==> src/rtl/pad_ctrl_pkg.sv <==
// Shared op encodings, FSM state type and default geometry for the pad I/O controller.
package pad_ctrl_pkg;

    localparam int unsigned DEF_WIDTH       = 14;
    localparam int unsigned DEF_SYNC_STAGES = 2;
    localparam int unsigned DEF_TURN_CYCLES = 2;

    localparam logic [1:0] OP_WRITE_OUT = 2'd0;
    localparam logic [1:0] OP_SET_DIR   = 2'd1;
    localparam logic [1:0] OP_READ      = 2'd2;
    localparam logic [1:0] OP_CLR_CHG   = 2'd3;

    typedef enum logic [1:0] {
        ST_IDLE = 2'd0,
        ST_EXEC = 2'd1,
        ST_TURN = 2'd2,
        ST_RESP = 2'd3
    } pad_state_e;

endpackage

==> src/rtl/pad_sync.sv <==
// Vector multi-stage synchroniser for asynchronous pad inputs; synchronous active-low reset.
module pad_sync #(
    parameter int unsigned WIDTH  = 14,
    parameter int unsigned STAGES = 2
) (
    input  logic             clk,
    input  logic             rst_n,
    input  logic [WIDTH-1:0] d,
    output logic [WIDTH-1:0] q
);

    logic [WIDTH-1:0] r_stage [STAGES];

    always_ff @(posedge clk) begin
        if (!rst_n) begin
            for (int unsigned i = 0; i < STAGES; i++) begin
                r_stage[i] <= '0;
            end
        end else begin
            r_stage[0] <= d;
            for (int unsigned i = 1; i < STAGES; i++) begin
                r_stage[i] <= r_stage[i-1];
            end
        end
    end

    assign q = r_stage[STAGES-1];

endmodule

==> src/rtl/pad_io_ctrl.sv <==
// Command-driven sequencer for the bidirectional pad ring: masked writes, direction changes
// with a turnaround gap, synchronised reads and sticky pin-change flags with an interrupt.
module pad_io_ctrl
    import pad_ctrl_pkg::*;
#(
    parameter int unsigned WIDTH       = DEF_WIDTH,
    parameter int unsigned SYNC_STAGES = DEF_SYNC_STAGES,
    parameter int unsigned TURN_CYCLES = DEF_TURN_CYCLES
) (
    input  logic             clk,
    input  logic             rst_n,
    input  logic             cmd_valid,
    output logic             cmd_ready,
    input  logic [1:0]       cmd_op,
    input  logic [WIDTH-1:0] cmd_mask,
    input  logic [WIDTH-1:0] cmd_data,
    output logic             rsp_valid,
    output logic [WIDTH-1:0] rsp_data,
    input  logic [WIDTH-1:0] pad_i,
    output logic [WIDTH-1:0] pad_o,
    output logic [WIDTH-1:0] pad_oe,
    output logic [WIDTH-1:0] chg_flags,
    output logic             chg_irq
);

    localparam int unsigned TW = (TURN_CYCLES > 1) ? $clog2(TURN_CYCLES) : 1;
    localparam int unsigned WW = $clog2(SYNC_STAGES + 2);

    pad_state_e       r_state;
    logic             r_live;
    logic [1:0]       r_op;
    logic [WIDTH-1:0] r_mask;
    logic [WIDTH-1:0] r_data;
    logic [WIDTH-1:0] r_pad_o;
    logic [WIDTH-1:0] r_pad_oe;
    logic [WIDTH-1:0] r_en_set;
    logic [TW-1:0]    r_turn_cnt;
    logic             r_rsp_valid;
    logic [WIDTH-1:0] r_rsp_data;
    logic [WIDTH-1:0] r_chg;
    logic             r_irq;
    logic [WIDTH-1:0] r_prev;
    logic [WW-1:0]    r_warm;

    logic [WIDTH-1:0] w_sync;
    logic [WIDTH-1:0] w_pad_o_nxt;
    logic [WIDTH-1:0] w_rel_oe;
    logic [WIDTH-1:0] w_en_set;
    logic [WIDTH-1:0] w_chg_set;
    logic [WIDTH-1:0] w_chg_clr;
    logic             w_accept;
    logic             w_exec;

    pad_sync #(
        .WIDTH  (WIDTH),
        .STAGES (SYNC_STAGES)
    ) u_sync (
        .clk   (clk),
        .rst_n (rst_n),
        .d     (pad_i),
        .q     (w_sync)
    );

    // r_live keeps cmd_ready low through reset and for the cycle of release.
    assign cmd_ready   = r_live & (r_state == ST_IDLE);
    assign w_accept    = cmd_valid & cmd_ready;
    assign w_exec      = (r_state == ST_EXEC);
    assign w_pad_o_nxt = (r_pad_o & ~r_mask) | (r_data & r_mask);
    assign w_rel_oe    = r_pad_oe & ~(r_mask & ~r_data);
    assign w_en_set    = r_mask & r_data & ~r_pad_oe;

    always_ff @(posedge clk) begin
        if (!rst_n) begin
            r_state     <= ST_IDLE;
            r_live      <= 1'b0;
            r_op        <= OP_WRITE_OUT;
            r_mask      <= '0;
            r_data      <= '0;
            r_pad_o     <= '0;
            r_pad_oe    <= '0;
            r_en_set    <= '0;
            r_turn_cnt  <= '0;
            r_rsp_valid <= 1'b0;
            r_rsp_data  <= '0;
        end else begin
            r_live      <= 1'b1;
            r_rsp_valid <= 1'b0;
            case (r_state)
                ST_IDLE: begin
                    if (w_accept) begin
                        r_op    <= cmd_op;
                        r_mask  <= cmd_mask;
                        r_data  <= cmd_data;
                        r_state <= ST_EXEC;
                    end
                end
                ST_EXEC: begin
                    r_state     <= ST_RESP;
                    r_rsp_valid <= 1'b1;
                    case (r_op)
                        OP_WRITE_OUT: begin
                            r_pad_o    <= w_pad_o_nxt;
                            r_rsp_data <= w_pad_o_nxt;
                        end
                        OP_SET_DIR: begin
                            // Releases land now; new drivers wait out the turnaround.
                            r_pad_oe <= w_rel_oe;
                            if (w_en_set == '0) begin
                                r_rsp_data <= w_rel_oe;
                            end else begin
                                r_en_set    <= w_en_set;
                                r_turn_cnt  <= TW'(TURN_CYCLES - 1);
                                r_state     <= ST_TURN;
                                r_rsp_valid <= 1'b0;
                            end
                        end
                        OP_READ: begin
                            r_rsp_data <= w_sync;
                        end
                        default: begin
                            r_rsp_data <= r_chg;
                        end
                    endcase
                end
                ST_TURN: begin
                    if (r_turn_cnt == '0) begin
                        r_pad_oe    <= r_pad_oe | r_en_set;
                        r_rsp_data  <= r_pad_oe | r_en_set;
                        r_rsp_valid <= 1'b1;
                        r_state     <= ST_RESP;
                    end else begin
                        r_turn_cnt <= r_turn_cnt - 1'b1;
                    end
                end
                default: begin
                    r_state <= ST_IDLE;
                end
            endcase
        end
    end

    // Synchronisers start at 0, so the first SYNC_STAGES+1 edges would report false edges.
    assign w_chg_set = (r_warm == '0) ? ((w_sync ^ r_prev) & ~r_pad_oe) : '0;
    assign w_chg_clr = (w_exec && (r_op == OP_CLR_CHG)) ? r_mask : '0;

    always_ff @(posedge clk) begin
        if (!rst_n) begin
            r_prev <= '0;
            r_warm <= WW'(SYNC_STAGES + 1);
            r_chg  <= '0;
            r_irq  <= 1'b0;
        end else begin
            r_prev <= w_sync;
            if (r_warm != '0) begin
                r_warm <= r_warm - 1'b1;
            end
            r_chg <= (r_chg & ~w_chg_clr) | w_chg_set;
            r_irq <= |r_chg;
        end
    end

    assign rsp_valid = r_rsp_valid;
    assign rsp_data  = r_rsp_data;
    assign pad_o     = r_pad_o;
    assign pad_oe    = r_pad_oe;
    assign chg_flags = r_chg;
    assign chg_irq   = r_irq;

endmodule

==> config.mk <==
export PLATFORM = sky130hd
export DESIGN_NAME = pad_io_ctrl
export DESIGN_NICKNAME = d
export VERILOG_FILES = /design/src/rtl/pad_ctrl_pkg.sv /design/src/rtl/pad_sync.sv /design/src/rtl/pad_io_ctrl.sv
export SDC_FILE = /design/constraint.sdc
export NUM_CORES = 1
export LEC_CHECK = 0
export BUFFER_PORTS_ARGS = -buffer_cell sky130_fd_sc_hd__buf_2
export CORE_ASPECT_RATIO = 1.75
export CORE_MARGIN = 2
export CORE_UTILIZATION = 40
export DETAILED_ROUTE_END_ITERATION = 6
export PLACE_DENSITY = 0.63
export SKIP_LAST_GASP = 1
export SLEW_MARGIN = 20
export SYNTH_ARGS = -nofsm -noshare
export SYNTH_HDL_FRONTEND = slang
export SYNTH_SLANG_ARGS = --single-unit
==> constraint.sdc <==
create_clock -name clk -period 4.3 [get_ports clk]
set_input_delay 0.43 -clock clk [delete_from_list [all_inputs] [get_ports clk]]
set_output_delay 0.43 -clock clk [all_outputs]
set_load 0.02 [all_outputs]
==> impl_metrics.json, run 1 <==
{
  "drive_above_1_share_pct": 17.8,
  "finalSetupViolations": 0,
  "start_kind": "flip-flop",
  "post-route-period-util_pct": 55.5,
  "synthTopCellsByArea": "dfxtp_1, nand2_1, a21oi_1",
  "rrSetupSlack_ps": 1910,
  "worstPathRequired_ps": 4640,
  "firstDrtPassIters": 7,
  "clockBufferDepth": 2,
  "antenna_found_initial": 0,
  "syn2layout_area_growth_pct": 18.8,
  "synthCells": 787,
  "ir_worst_vdd_uv": 220,
  "fp.dieH_um": 173,
  "synth_area_um2": 6500,
  "yosysTopAreaCellShare_pct": 46.2,
  "hold_violations": 0,
  "crit_top_cell": "o21ai_0",
  "rsz0062_at_grt": "false",
  "maxSlewHeadroom_pct": 28.8,
  "grt_max_degree": 100,
  "gp_congestion": 0.814,
  "fp-row-count": 61,
  "crit_type": "flip-flop to flip-flop",
  "yosysMostFrequentCell": "nand2_1",
  "ys_warn_count": 0,
  "tritoncts": "yes",
  "fill_cells": 1626,
  "synthTopCellsByCount": "nand2_1, dfxtp_1, a21oi_1, and2_1",
  "num_vias": 5590,
  "avgSynthCellArea_um2": 8.26,
  "synth_enable_flop_cells": 0,
  "wl_per_cell_um": 15.7,
  "drt-total-wl_um": 16800,
  "cp_slowest_cell": "ha_1",
  "die_area_um2": 17300,
  "fin_crit_ps": 2390,
  "htree_levels": 4,
  "synth_seq_cells": 150,
  "root_buffer": "clkbuf_16",
  "powerDensity_nw_per_um2": 519,
  "syn_nets": 839,
  "final_max_slew_viol_count": 0,
  "n_antenna_cell": 0,
  "cts_resized": 0,
  "nets": 921,
  "die_w_um": 100,
  "final_antenna_net_count": 0,
  "yosysSeqAreaShare_pct": 46.2,
  "grt-ovfl-total": 0,
  "synth_top_cell_by_area": "dfxtp_1",
  "maxCapViolations": 0,
  "power_uw": 4010,
  "power.leakage_uw": 0.00321,
  "drc": 0,
  "slowest_delay_ps": 560,
  "clock_sinks": 150,
  "worst_pin_slew_ps": 1060,
  "io_pins": 106,
  "start_util_pct": 41.0,
  "worstPathArrival_ps": 2720,
  "routed_via_density": 5.22,
  "grt_use_total_pct": 19.9,
  "path_cells": "inv_1 > ha_1 > nand2_1 > o21ai_0 > nand2b_1 > o21ai_0 > a21oi_1",
  "hpwl_um": 11900,
  "synth_ff_type": "dfxtp_1",
  "cp-end-kind": "flip-flop",
  "clkTransAtPathRegs_ps": 70,
  "post_cts_buffers": 0,
  "hold_class": "primary input to flip-flop",
  "drt_iter0_drc": 310,
  "clkLatencyLatePin_ps": 430,
  "clock.fmax_mhz": 419,
  "grt_pass1_vias": 5183,
  "grt_first_pass_wirelength_um": 27200,
  "setup-tns-final_ps": 0,
  "place.port_buffers": 105,
  "fin_worst_skew_ps": 8.44,
  "cts_buffers": 17,
  "coreArea_um2": 15900,
  "cts_hold_buf": 0,
  "status": "finished clean",
  "async_reset_ff_share_pct": 0,
  "crit_fanout": 21,
  "ys_types": 43
}
[critical path: cells and delay by family (launching register included)]
| family | cells | cell delay, ps |
|---|---|---|
| and+or+nand+nor | 2 | 710 |
| AOI/OAI and AO/OA | 3 | 590 |
| adders and majority gates | 1 | 560 |
| DFF | 1 | 340 |
| buffers and inverters | 1 | 90 |
[state kept, by name, indices dropped and copies added (netlist names)]
signal and count:
chg_irq 1, rsp_valid 1, r_live 1, r_data 14, chg_flags 14, r_state 2
pad_o 14, r_en_set 14, rsp_data 14, pad_oe 14, r_prev 14, r_warm 2
r_mask 14, r_turn_cnt 1, u_sync.r_stage 28, r_op 2
[final cells by class]
class	count	area (um^2)	share of cell area [%]
Inverter	6	22.5	0.292
Multi-Input combinational cell	581	3270	42.4
Timing Repair Buffer	113	586	7.58
Tap cell	189	236	3.06
Sequential cell	150	3000	38.9
Clock inverter	14	164	2.12
Clock buffer	18	439	5.69
[where the power goes]
part,switching [uW],leakage (uW),internal [uW]
Sequential,88.8,0.00122,1500
Combinational,576,0.00169,328
Clock,632,0.000297,888
Total,1300,0.00321,2710
[per-stage QoR]
step	worst slack, ps	std cells	cell area (um^2)	hold slack [ps]	utilization [%]
after floorplan	2460	787	6500	412	-
after CTS	1920	1071	7720	190	48.6
after detailed placement	1940	1039	7120	419	44.8
final	1910	1071	7720	202	48.6
after global routing	1700	1071	7720	189	48.6
after global placement	1970	1039	7120	415	44.8
[layout by cell type, fill, tap and decap left out, drive strengths merged]
master    count
nor3          1
inv          13
o311ai        1
a21o         14
bufinv        2
nor4          4
a21boi        1
nand2b       29
xor2          1
and3b         2
ha            5
o311a         3
o211ai        7
o21ai        33
nor2b         5
and3          3
clkbuf       18
nand2       170
and2         43
a31oi         7
or3           7
mux2i        30
nand3        28
a41oi         1
nand3b       12
mux2          5
clkinv        4
nor3b        15
nor2         38
buf         113
clkinvlp      1
xnor2        14
o41ai         5
a221oi        5
a21oi        91
nand4         1
dfxtp       150
[layer usage]
layer	GRT usage, %	vias up	routed length, um
met2	32.5	156	8130
met5	0	-	0
met1	25.6	2567	7430
met4	8.28	0	504
li1	-	2835	-
met3	3.60	32	773
[kinds of logic after synthesis]
| logic type | after synthesis | synth area share, % |
|---|---|---|
| buf+inv | 56 | 3.52 |
| flops | 150 | 46.2 |
| compound gates | 168 | 15.1 |
| xor+xnor | 15 | 2.02 |
| simple gates | 358 | 26.7 |
| mux | 35 | 5.48 |
| fa+ha+maj | 5 | 0.962 |
[final timing paths]
path	depth (start not counted)	start	endpoint
worst min-delay path	2	pad_i[8]	u_sync.r_stage[0][8]
worst max-delay path	7	r_state[0]	pad_oe[13]
worst max register to register	7	r_state[0]	pad_oe[13]
worst min register to register	1	u_sync.r_stage[0][5]	u_sync.r_stage[0][19]
Note: power is estimated with default switching activity, not from simulation.
==> run 2, diff against run 1 <==
--- a/config.mk
+++ b/config.mk
@@ -5,12 +5,13 @@
 export SDC_FILE = /design/constraint.sdc
 export NUM_CORES = 1
 export LEC_CHECK = 0
+export ABC_AREA = 1
 export BUFFER_PORTS_ARGS = -buffer_cell sky130_fd_sc_hd__buf_2
 export CORE_ASPECT_RATIO = 1.75
 export CORE_MARGIN = 2
 export CORE_UTILIZATION = 40
 export DETAILED_ROUTE_END_ITERATION = 6
-export PLACE_DENSITY = 0.63
+export PLACE_DENSITY = 0.65
 export SKIP_LAST_GASP = 1
 export SLEW_MARGIN = 20
 export SYNTH_ARGS = -nofsm -noshare
==> constraint.sdc (replaced) <==
create_clock -name clk -period 2.07 [get_ports clk]
set_input_delay 0.207 -clock clk [delete_from_list [all_inputs] [get_ports clk]]
set_output_delay 0.207 -clock clk [all_outputs]
set_load 0.02 [all_outputs]
==> impl_metrics.json, run 2 <==
{
  "num_vias": 6113,
  "yosysSeqAreaShare_pct": 46.9,
  "place.port_buffers": 105,
  "fp.dieH_um": 171,
  "worst_pin_slew_ps": 666,
  "grt_use_total_pct": 21.3,
  "synthTopCellsByCount": "nand2_1, dfxtp_1, a21oi_1, inv_1, nor2_1",
  "antenna_found_initial": 0,
  "maxSlewHeadroom_pct": 55.6,
  "post-route-period-util_pct": 86.5,
  "grt_max_degree": 45,
  "hpwl_um": 12800,
  "clockBufferDepth": 2,
  "synthCells": 880,
  "syn_nets": 932,
  "start_util_pct": 40.5,
  "synth_top_cell_by_area": "dfxtp_1",
  "fill_cells": 1606,
  "grt_pass1_vias": 5749,
  "synthTopCellsByArea": "dfxtp_1, nand2_1, a21oi_1",
  "power.leakage_uw": 0.00374,
  "status": "finished clean",
  "clkTransAtPathRegs_ps": 60,
  "final_common_cell": "nand2_1",
  "synth_seq_cells": 150,
  "wl_per_cell_um": 15.0,
  "final_antenna_net_count": 0,
  "cts_resized": 0,
  "final_max_slew_viol_count": 0,
  "hold_violations": 0,
  "io_pins": 106,
  "clock.fmax_mhz": 558,
  "place_area_um2": 7150,
  "synth_ff_type": "dfxtp_1",
  "most-common-layout-cells": "nand2_1, dfxtp_1, a21oi_1",
  "synth_enable_flop_cells": 0,
  "cp-end-kind": "flip-flop",
  "routed_via_density": 5.09,
  "seqCellArea_um2": 3000,
  "avgSynthCellArea_um2": 7.27,
  "cts_buffers": 17,
  "slowest_delay_ps": 350,
  "async_reset_ff_share_pct": 0,
  "crit_fanout": 17,
  "clock_sinks": 150,
  "htree_levels": 4,
  "hold_class": "primary input to flip-flop",
  "largest_reg_flops": 28,
  "drc": 0,
  "gp_congestion": 0.898,
  "start_kind": "flip-flop",
  "ir_worst_vdd_uv": 733,
  "worstPathRequired_ps": 2410,
  "setup-tns-final_ps": 0,
  "cp_slowest_cell": "a21oi_1",
  "fin_crit_ps": 1790,
  "drt_iter0_drc": 330,
  "die_w_um": 99.6,
  "ys_types": 26,
  "maxCapViolations": 0,
  "tritoncts": "yes",
  "fin_worst_skew_ps": 6.89,
  "grt_first_pass_wirelength_um": 28400,
  "synth_area_um2": 6400,
  "ys_warn_count": 0,
  "grt-ovfl-total": 0,
  "root_buffer": "clkbuf_16",
  "finalSetupViolations": 0,
  "fp-row-count": 61,
  "rsz0062_at_grt": "false",
  "design_area_um2": 7850,
  "firstDrtPassIters": 5,
  "drive_above_1_share_pct": 18.9,
  "yosysTopAreaCellShare_pct": 46.9,
  "place_ws_ps": 336,
  "worstPathArrival_ps": 2130,
  "syn2layout_area_growth_pct": 22.7,
  "multi_input_area_um2": 2750,
  "coreArea_um2": 15800,
  "drt-total-wl_um": 18000,
  "yosysMostFrequentCell": "nand2_1",
  "crit_type": "flip-flop to flip-flop",
  "n_antenna_cell": 0,
  "nets": 1050,
  "path_cells": "inv_1 > ha_1 > nand2_1 > inv_1 > nand2_2 > a21oi_1 > o21ai_0 > a21oi_1",
  "registers.top_by_ff_count": "u_sync.r_stage",
  "die_area_um2": 17100,
  "powerDensity_nw_per_um2": 1360,
  "clkLatencyLatePin_ps": 420,
  "finalWorstSetupSlack_ps": 279
}
-- run 2: cell types whose count changed in the layout (fill, tap and decap cells not counted), moves of 16 or more --
cell / before / now
nand2b_1: 29 / 0
nor2_1: 38 / 103
a21oi_1: 91 / 123
inv_1: 5 / 106
mux2i_1: 30 / 0
buf_4: 8 / 24
o21ai_0: 31 / 74
and2_1: 43 / 0
-- run 2: worst paths after layout --
| check | cells after the start | endpoint | from | slack [ps] |
|---|---|---|---|---|
| worst max-delay path | 8 | r_state[0] | r_state[1] | 280 |
| worst min-delay path | 3 | r_data[2] | cmd_data[2] | 60 |
| worst max register to register | 8 | r_state[0] | r_state[1] | 280 |
| worst min register to register | 2 | u_sync.r_stage[0][19] | u_sync.r_stage[0][5] | 410 |
-- run 2: what timing repair did --
item / 4_1_cts / 5_1_grt
buffers inserted: 0 / 0
hold buffers: 14 / 0
endpoints found under the hold margin: 14 / 0
-- run 2: power by group --
part / internal (uW) / switching [uW]
sequential: 3410 / 395
clock: 1720 / 1190
combinational: 1370 / 2620
-- run 2: layout make-up --
cell class | instances | area share [%]
sequential | 150 | 38.2
multi-input combinational | 575 | 35.1
timing repair buffer | 144 | 11.2
clock buffer | 21 | 5.86
inverter | 110 | 5.29
tap | 189 | 3.01
clock inverter | 11 | 1.29
-- run 2: critical path, delay by kind of cell, from the launching register on --
family | cells | cell delay (ps)
and+or+nand+nor | 2 | 300
buffers and inverters | 2 | 200
AOI/OAI and AO/OA | 3 | 660
adders and majority gates | 1 | 210
DFF | 1 | 330
-- run 2: cells by family (layout without fill, tap and decap cells) --
family | Yosys count | in the layout | share of synthesized area (%)
fa+ha+maj | 5 | 5 | 0.977
flops | 150 | 150 | 46.9
simple gates | 340 | 340 | 21.6
buf+inv | 155 | 286 | 10.1
compound gates | 230 | 230 | 20.4
-- run 2: metal layers --
metal / track usage [%] / share of wire (%)
met1: 24.8 / 40
met2: 37.2 / 51
met3: 3.90 / 5.7
met4: 10.5 / 4.2
met5: 0 / 0
-- run 2: per-stage QoR --
step	hold slack (ps)	utilization (%)	cells	power (uW)
floorplan	235	-	880	6560
CTS	51.3	49.7	1200	10800
global placement	388	45.3	1154	7770
finish	59.8	49.7	1200	10700
global route	69.9	49.7	1200	11400
detailed placement	391	45.3	1154	7800
==> run 3, diff against run 2 <==
--- a/config.mk
+++ b/config.mk
@@ -11,7 +11,6 @@
 export CORE_MARGIN = 2
 export CORE_UTILIZATION = 40
 export DETAILED_ROUTE_END_ITERATION = 6
-export PLACE_DENSITY = 0.65
 export SKIP_LAST_GASP = 1
 export SLEW_MARGIN = 20
 export SYNTH_ARGS = -nofsm -noshare
==> impl_metrics.json, run 3 (synthesis results as in run 2) <==
{
  "rrSetupSlack_ps": 310,
  "hold_class": "primary input to flip-flop",
  "crit_top_cell": "inv_1",
  "antenna_found_initial": 0,
  "die_w_um": 99.6,
  "finalWorstSetupSlack_ps": 305,
  "nets": 1051,
  "status": "finished clean",
  "fp-row-count": 61,
  "final_antenna_net_count": 0,
  "num_vias": 6075,
  "registers.top_by_ff_count": "u_sync.r_stage",
  "maxCapViolations": 0,
  "start_kind": "flip-flop",
  "coreArea_um2": 15800,
  "hold_path_startpoint": "cmd_mask[10]",
  "start_util_pct": 40.5,
  "drt_iter0_drc": 330,
  "clkTransAtPathRegs_ps": 60,
  "maxSlewHeadroom_pct": 53.0,
  "largest_reg_flops": 28,
  "most-common-layout-cells": "nand2_1, dfxtp_1, a21oi_1",
  "cts_hold_buf": 14,
  "grt_util_met1_pct": 25.7,
  "n_antenna_cell": 0,
  "fin_worst_skew_ps": 9.19,
  "crit_buf_inv": 3,
  "place.port_buffers": 105,
  "r2r_end": "r_mask[1]",
  "final_common_cell": "nand2_1",
  "clock_sinks": 150,
  "grt_use_total_pct": 21.8,
  "rsz0062_at_grt": "false",
  "hold_ws_ps": 64.6,
  "holdPathStages": 3,
  "clockBufferDepth": 2,
  "reg2reg_from": "r_state[1]",
  "io_pins": 106,
  "hold_violations": 0,
  "fp.dieH_um": 171,
  "worst_pin_slew_ps": 705,
  "power.leakage_uw": 0.00377,
  "critPathTopFamily": "compound AO/OA/AOI/OAI gates",
  "path_cells": "inv_1 > ha_1 > nand2_1 > inv_1 > nand2_2 > buf_12 > o21ai_0 > a21oi_1",
  "root_buffer": "clkbuf_16",
  "post-route-period-util_pct": 85.3,
  "grt_pass1_vias": 5650,
  "holdPathEnd": "r_mask[10]",
  "worstPathRequired_ps": 2360,
  "cts_resized": 0,
  "busiest_layer": "met2",
  "grt_max_degree": 60,
  "routed_via_density": 5.06,
  "gr-usage-met2_pct": 37.4,
  "cp_slowest_cell": "o21ai_0",
  "grt_util_met3_pct": 4.19,
  "design_area_um2": 7950,
  "cp-end-kind": "flip-flop",
  "fin_crit_ps": 1760,
  "cts_buffers": 17,
  "drive_above_1_share_pct": 19.1,
  "clock.fmax_mhz": 567,
  "wl_per_cell_um": 15.2,
  "die_area_um2": 17100,
  "drt-total-wl_um": 18300,
  "crit_type": "flip-flop to flip-flop",
  "post_cts_buffers": 0,
  "worstRegToRegCells": 8,
  "final_max_slew_viol_count": 0,
  "firstDrtPassIters": 5,
  "hpwl_um": 13000,
  "slowest_delay_ps": 350,
  "gp_congestion": 0.865,
  "syn2layout_area_growth_pct": 24.1,
  "worstPathArrival_ps": 2050,
  "grt-ovfl-total": 0,
  "fill_cells": 1615,
  "place_ws_ps": 314,
  "clkLatencyLatePin_ps": 420,
  "ir_worst_vdd_uv": 637,
  "tritoncts": "yes",
  "place_area_um2": 7190,
  "finalSetupViolations": 0,
  "drc": 0,
  "crit_fanout": 27,
  "powerDensity_nw_per_um2": 1390,
  "setup-tns-final_ps": 0,
  "htree_levels": 4,
  "grt_first_pass_wirelength_um": 28800
}
## run 3: changes by cell type in the layout (fill, tap and decap cells not counted), moves of 2 or more
cell	delta
buf_12	+3
buf_4	-2
bufinv_16	+2
clkbuf_1	-2
clkinv_2	-3
inv_6	+3
## run 3: worst max path at each step
stage / startpoint / to / slack, ps / cells after the start
2_1_floorplan: r_state[0] / pad_oe[12] / 410 / 10
3_3_place_gp: r_state[0] / r_mask[1] / 350 / 8
3_5_place_dp: r_state[1] / r_mask[1] / 310 / 8
4_1_cts: r_state[1] / r_mask[1] / 310 / 8
5_1_grt: r_mask[1] / rsp_data[8] / 160 / 11
6_report: r_state[1] / r_mask[1] / 310 / 8
## run 3: routing by layer
metal	vias to the layer above	wire, um
met5	-	0
met4	0	865
met3	54	793
met2	195	9000
met1	2739	7620
li1	3087	-
## run 3: area by class of cell
class | count | area [um^2] | area share [%]
flip-flops and latches | 150 | 3000 | 37.8
multi-input cells | 575 | 2750 | 34.7
repair buffers | 145 | 926 | 11.7
clock buffers | 18 | 439 | 5.53
inverters | 110 | 415 | 5.23
well taps | 189 | 236 | 2.98
clock inverters | 13 | 171 | 2.16
## run 3: worst reg2reg max path: cells and delay by family, from the launching register on
family | cells | cell delay [ps]
flops | 1 | 330
compound gates | 2 | 440
buf+inv | 3 | 410
simple gates | 2 | 250
fa+ha+maj | 1 | 220
## run 3: stage by stage
step / total power, uW / cells / util, %
global route: 11800 / 1200 / 50.3
global placement: 7820 / 1155 / 45.5
CTS: 11100 / 1200 / 50.3
floorplan: 6560 / 880 / -
detailed placement: 7860 / 1155 / 45.5
finish: 11100 / 1200 / 50.3
## run 3: power breakdown
group | internal (uW) | switching (uW) | total (uW)
Sequential | 3410 | 375 | 3780
Clock | 1940 | 1270 | 3210
Combinational | 1390 | 2660 | 4060
Total | 6740 | 4310 | 11100
